## src/rtl/if_fetch.sv

```systemverilog
// ----------------------------------------------------------------------------
// if_fetch : instruction-fetch stage in front of inst_ram (1-cycle read latency)
//
// Owns the program counter, drives the SRAM read port and pairs the returning
// read data with the PC it was fetched from. The pair {if_pc, if_instr} is
// offered to decode over a valid/ready handshake.
//
// Handshake: an instruction transfers on a cycle where if_valid and if_ready
// are both 1. Once if_valid is raised, if_pc/if_instr stay stable until that
// transfer happens. The one exception is a redirect, which withdraws the
// presented instruction in the same cycle it arrives.
//
// Stall behaviour: while an instruction is held, the SRAM re-reads the same
// word so that its dout (which is not registered here) keeps showing it.
//
// Optional feature macro: FETCH_MISALIGN_EN
//   When defined, a redirect whose target is not word-aligned sets a sticky
//   misalign flag. The aligned target word is fetched and presented with
//   if_misalign=1, and fetching then stops until the next redirect.
//   When undefined, redirect_pc[1:0] is ignored and if_misalign is 0.
// ----------------------------------------------------------------------------
module if_fetch #(
  parameter logic [31:0] RESET_PC = 32'h0000_0000,
  parameter int          ADDR_W   = 9
) (
  input  logic              clk,
  input  logic              rst_n,
  input  logic              fetch_en,
  input  logic              redirect_valid,
  input  logic [31:0]       redirect_pc,
  output logic              imem_csb,
  output logic [ADDR_W-1:0] imem_addr,
  input  logic [31:0]       imem_rdata,
  output logic              if_valid,
  input  logic              if_ready,
  output logic [31:0]       if_pc,
  output logic [31:0]       if_instr,
  output logic              if_misalign
);

  // --------------------------------------------------------------------------
  // State
  // --------------------------------------------------------------------------
  logic [31:0] pc_q,     pc_d;      // next sequential fetch address
  logic        rsp_v_q,  rsp_v_d;   // SRAM dout holds a live fetch
  logic [31:0] rsp_pc_q, rsp_pc_d;  // PC belonging to that fetch

  // Decoded control (combinational)
  logic [31:0] redir_tgt;           // redirect target, word-aligned
  logic        redir_mis;           // redirect target had low bits set
  logic [31:0] fetch_pc;            // address used if a new fetch issues
  logic        issue_blocked;       // misalign lock-out of sequential fetch
  logic        issue;               // a new fetch goes to the SRAM this cycle
  logic        csb_c;               // chip select before reset gating
  logic [31:0] rd_pc;               // address actually driven to the SRAM

`ifdef FETCH_MISALIGN_EN
  logic        misalign_q, misalign_d;

  // Sticky misalign flag: set by a misaligned redirect, cleared by any
  // aligned redirect, cleared on reset.
  always_ff @(posedge clk) begin
    if (!rst_n) begin
      misalign_q <= 1'b0;
    end else begin
      misalign_q <= misalign_d;
    end
  end

  // The flag follows every accepted redirect, whether or not it fetches.
  always_comb begin
    misalign_d = misalign_q;
    if (rst_n && redirect_valid) begin
      misalign_d = redir_mis;
    end
  end

  // Misalign decode and lock-out of sequential fetch.
  always_comb begin
    redir_mis     = |redirect_pc[1:0];
    issue_blocked = misalign_q;
  end

  assign if_misalign = if_valid & misalign_q;
`else
  // Low target bits are deliberately dropped in this build.
  logic unused_redirect_lsbs;
  assign unused_redirect_lsbs = ^redirect_pc[1:0];

  // No misalign tracking: never blocks, never flags.
  always_comb begin
    redir_mis     = 1'b0;
    issue_blocked = 1'b0;
  end

  assign if_misalign = 1'b0;
`endif

  // --------------------------------------------------------------------------
  // Fetch state registers
  // --------------------------------------------------------------------------
  // Reset discards anything in flight and restarts at RESET_PC.
  always_ff @(posedge clk) begin
    if (!rst_n) begin
      pc_q     <= RESET_PC;
      rsp_v_q  <= 1'b0;
      rsp_pc_q <= RESET_PC;
    end else begin
      pc_q     <= pc_d;
      rsp_v_q  <= rsp_v_d;
      rsp_pc_q <= rsp_pc_d;
    end
  end

  // --------------------------------------------------------------------------
  // Next-state and SRAM port control, in priority order:
  //   issue > redirect without issue > hold (re-read) > drain/idle
  // --------------------------------------------------------------------------
  // A redirect always bypasses the lock-out so it can clear the misalign flag;
  // otherwise a new fetch needs a free slot: nothing held, or the held
  // instruction leaving this cycle.
  always_comb begin
    redir_tgt = {redirect_pc[31:2], 2'b00};
    fetch_pc  = redirect_valid ? redir_tgt : pc_q;
    issue     = rst_n & fetch_en &
                (redirect_valid | (~issue_blocked & (~rsp_v_q | if_ready)));

    pc_d      = pc_q;
    rsp_v_d   = rsp_v_q;
    rsp_pc_d  = rsp_pc_q;
    csb_c     = 1'b1;
    rd_pc     = fetch_pc;

    if (issue) begin
      // New fetch; wraps mod 2^32 at the top of the address space.
      csb_c    = 1'b0;
      rd_pc    = fetch_pc;
      rsp_v_d  = 1'b1;
      rsp_pc_d = fetch_pc;
      pc_d     = fetch_pc + 32'd4;
    end else if (redirect_valid) begin
      // Redirect while not allowed to fetch: drop the held word, park the
      // target in pc_q for when fetch_en returns.
      rsp_v_d  = 1'b0;
      pc_d     = redir_tgt;
    end else if (rsp_v_q && !if_ready) begin
      // Stall: re-read the held word so dout keeps presenting it.
      csb_c    = 1'b0;
      rd_pc    = rsp_pc_q;
    end else if (rsp_v_q && if_ready) begin
      // Last instruction consumed and nothing new issued.
      rsp_v_d  = 1'b0;
    end
  end

  // --------------------------------------------------------------------------
  // Outputs
  // --------------------------------------------------------------------------
  // The SRAM is word addressed; bits above the array size alias.
  assign imem_addr = rd_pc[ADDR_W+1:2];
  assign imem_csb  = csb_c | ~rst_n;
  assign if_valid  = rst_n & rsp_v_q & ~redirect_valid;
  assign if_pc     = rsp_pc_q;
  assign if_instr  = imem_rdata;

endmodule

```

## config.mk

```make
export PLATFORM = sky130hd
export DESIGN_NAME = if_fetch
export DESIGN_NICKNAME = d
export VERILOG_FILES = /design/src/rtl/if_fetch.sv
export SDC_FILE = /design/constraint.sdc
export NUM_CORES = 1
export LEC_CHECK = 0
export ABC_AREA = 1
export BUFFER_PORTS_ARGS = -buffer_cell sky130_fd_sc_hd__buf_2
export CAP_MARGIN = 20
export CORE_MARGIN = 1.5
export CORE_UTILIZATION = 35
export DETAILED_ROUTE_END_ITERATION = 8
export GPL_ROUTABILITY_DRIVEN = 0
export PLACE_DENSITY = 0.64
export SLEW_MARGIN = 5
export SYNTH_ARGS = -nofsm -noshare
export SYNTH_HDL_FRONTEND = slang
export SYNTH_SLANG_ARGS = --single-unit
```

## constraint.sdc

```tcl
create_clock -name clk -period 1.66 [get_ports clk]
set_clock_uncertainty 0.2 [all_clocks]
set_input_delay 0.083 -clock clk [delete_from_list [all_inputs] [get_ports clk]]
set_output_delay 0.083 -clock clk [all_outputs]
set_load 0.01 [all_outputs]
```

==> flow_summary.toml <==
[status]
status = "finished with violations"
failed_checks = "setup timing"

[yosys]
synth_area_leader_cell = "dfxtp_1"
async_flop_share_pct = 0
ys_types = 33
synthFlopType = "dfxtp_1"
ys_ff_latch = 65
synth_top_area_share_pct = 35.9
synth_area_per_cell_sq_um = 6.66
synthesis.area_sq_mm = 0.00363
synth_edf_count = 0
yosys_warnings = 0
ys_top_cells_by_area = "dfxtp_1 (36%), nand2_1 (15%), buf_4 (7.2%)"
ys_seq_area_share_pct = 35.9
synth_nets = 615
synth_cells = 545

[finish]
most-common-layout-cells = "nand2_1 (139), buf_2 (77), buf_4 (65), dfxtp_1 (63), nor2_1 (57)"
final_cell_area_sq_mm = 0.00515
drive_above_1_share_pct = 31.9
stdcell_count = 831
nFillCells = 982
n_antenna_cell = 0
area_delta_synth_final_pct = 41.9
layout_commonest_cell = "nand2_1"
multi_input_area_sq_mm = 0.00189
nNetsFinal = 763
ff_latch_area_sq_mm = 0.00130

[pwr]
peakVddDrop_uv = 332
p_per_area_mw_per_mm2 = 747
leakage_uw = 0.00241
p_total_uw = 3850

[global_route]
grt_pass1_wl_mm = 17.0
first_global_vias = 3716
antenna_found_initial = 0
grt_max_degree = 29
grt_usage_pct = 19.3
grt_overflow = 0

[critical_path]
endpoint_kind = "register"
critPathKind = "register to register"
path_max_fanout = 4
start_kind = "register"
r2r_cells = 11
crit_required_ns = 1.75
arrival_ns = 1.89

[timing]
setup_ws_ns = -0.141
hold-worst-slack_ns = 0.00918
fmax_ghz = 0.555
finalCriticalPeriod_ns = 1.80
rsz0062_at_grt = "true"
drv_slew = 0
finalSetupViolCount = 20
period_share_pct = 109
hold_viol_final = 0

[detailed_routing]
remaining_drc_errors = 0
num_vias = 3890
viasPerCell = 4.68
post_drt_wl_per_cell_um = 12.7
ant_nets = 0
dr.pass1.iters = 4
first_iter_violations = 147
wirelength_mm = 10.6

[placed_design]
dpl.cell_count = 764
io_buffer_count = 77
placed_area_sq_mm = 0.00428
dp_hpwl_mm = 7.60

[floorplanning]
core-area_sq_mm = 0.00991
pin_count = 145
fp-row-count = 36
die_w_um = 105
die_y_um = 105
start_util_pct = 36.6
fp.dieArea_sq_mm = 0.0110

[min_path]
hold_class = "input pin to register"
whs_path_depth = 6

[flow_run]
drv_cap = 0

[cts]
clock_sinks = 65
clock_latency_ns = 0.36
cts_tree = "built"
numCtsBuffers = 9
clockBufferDepth = 2
h-tree-depth = 3
clk_root_buffer_cell = "clkbuf_8"
path_clk_slew_ns = 0.07
==> critical path: stages, from the launching register on <==
cell and delay [ns]:
dfxtp_2 0.32, nand2_2 0.07, nand2_4 0.09, ha_4 0.15, nand3_4 0.07, nor2_4 0.12, nand3b_1 0.21, nor2_2 0.22
nand2_2 0.10, nand2_1 0.07, nand2_1 0.04, nor2_1 0.08
==> registers in the layout, summed over array words and instances, names as in the netlist <==
signal / count
pc_q: 32
rsp_v_q: 1
if_pc: 32
==> stage by stage <==
step	utilization (%)	TNS [ns]	worst slack [ns]
5_1_grt	51.9	-3.75	-0.217
3_5_place_dp	43.2	-3.28	-0.285
4_1_cts	50.8	-1.67	-0.151
2_1_floorplan	-	0	0.00393
3_3_place_gp	43.2	-1.77	-0.224
6_report	51.9	-1.28	-0.141
==> cell usage after synthesis (2+ instances only) <==
| master | instances |
|---|---|
| nand4_1 | 2 |
| o21ai_0 | 42 |
| nor3_1 | 7 |
| o21ai_1 | 2 |
| buf_4 | 35 |
| nor2_2 | 5 |
| clkbuf_1 | 10 |
| nand3_2 | 3 |
| nand2_1 | 146 |
| buf_2 | 3 |
| inv_2 | 2 |
| buf_6 | 4 |
| dfxtp_1 | 65 |
| inv_1 | 47 |
| a211oi_1 | 4 |
| nor2_1 | 66 |
| nor2_4 | 5 |
| a21oi_1 | 29 |
| nand2_2 | 11 |
| buf_1 | 2 |
| nand3_1 | 43 |
==> final timing paths <==
check,startpoint,slack [ns],end
max,pc_q[2]$_SDFF_PN0_,-0.14,pc_q[26]$_SDFF_PN0_
max reg2reg,pc_q[2]$_SDFF_PN0_,-0.14,pc_q[26]$_SDFF_PN0_
min reg2reg,pc_q[1]$_SDFF_PN0_,0.26,pc_q[1]$_SDFF_PN0_
min,redirect_pc[25],0.009,pc_q[25]$_SDFF_PN0_
==> logic make-up (layout without fill, tap and decap cells) <==
| family | after synthesis | count (layout) | synth area share [%] |
|---|---|---|---|
| DFF | 65 | 65 | 35.9 |
| buffers and inverters | 106 | 259 | 16.5 |
| adders and majority gates | 1 | 1 | 0.345 |
| other | 1 | 1 | 0.103 |
| and+or+nand+nor | 292 | 292 | 35.5 |
| AOI/OAI and AO/OA | 80 | 80 | 11.7 |
==> final cells by class <==
| type | count | share of cell area (%) |
|---|---|---|
| Multi-Input combinational cell | 374 | 36.8 |
| Timing Repair Buffer | 193 | 27.2 |
| Sequential cell | 65 | 25.3 |
| Inverter | 50 | 3.79 |
| Tap cell | 133 | 3.23 |
| Clock buffer | 13 | 2.89 |
| Clock inverter | 3 | 0.778 |
==> routing by layer <==
layer / part of all wire, % / vias up / track usage [%]
met5: 0 / - / 0
met3: 5.1 / 14 / 3.99
met2: 47 / 118 / 32.5
met4: 1.7 / 0 / 8.32
met1: 46 / 1773 / 23.9
li1: - / 1985 / -
==> report_power, final <==
part / leakage, uW / total [uW] / internal [uW] / switching, uW
Combinational: 0.00177 / 814 / 364 / 450
Clock: 0.0000974 / 1340 / 732 / 607
Sequential: 0.000535 / 1690 / 1650 / 40.5
Total: 0.00241 / 3850 / 2750 / 1100
==> timing repair <==
action                                 CTS  global route
setup buffers                            4             3
setup endpoints to repair               21            36
pin swaps                               13            16
gates resized for setup                 23            31
endpoints found under the hold margin   48             0
hold buffers                            44             0
gates cloned                             0             0
(Power assumes the default switching activity.)
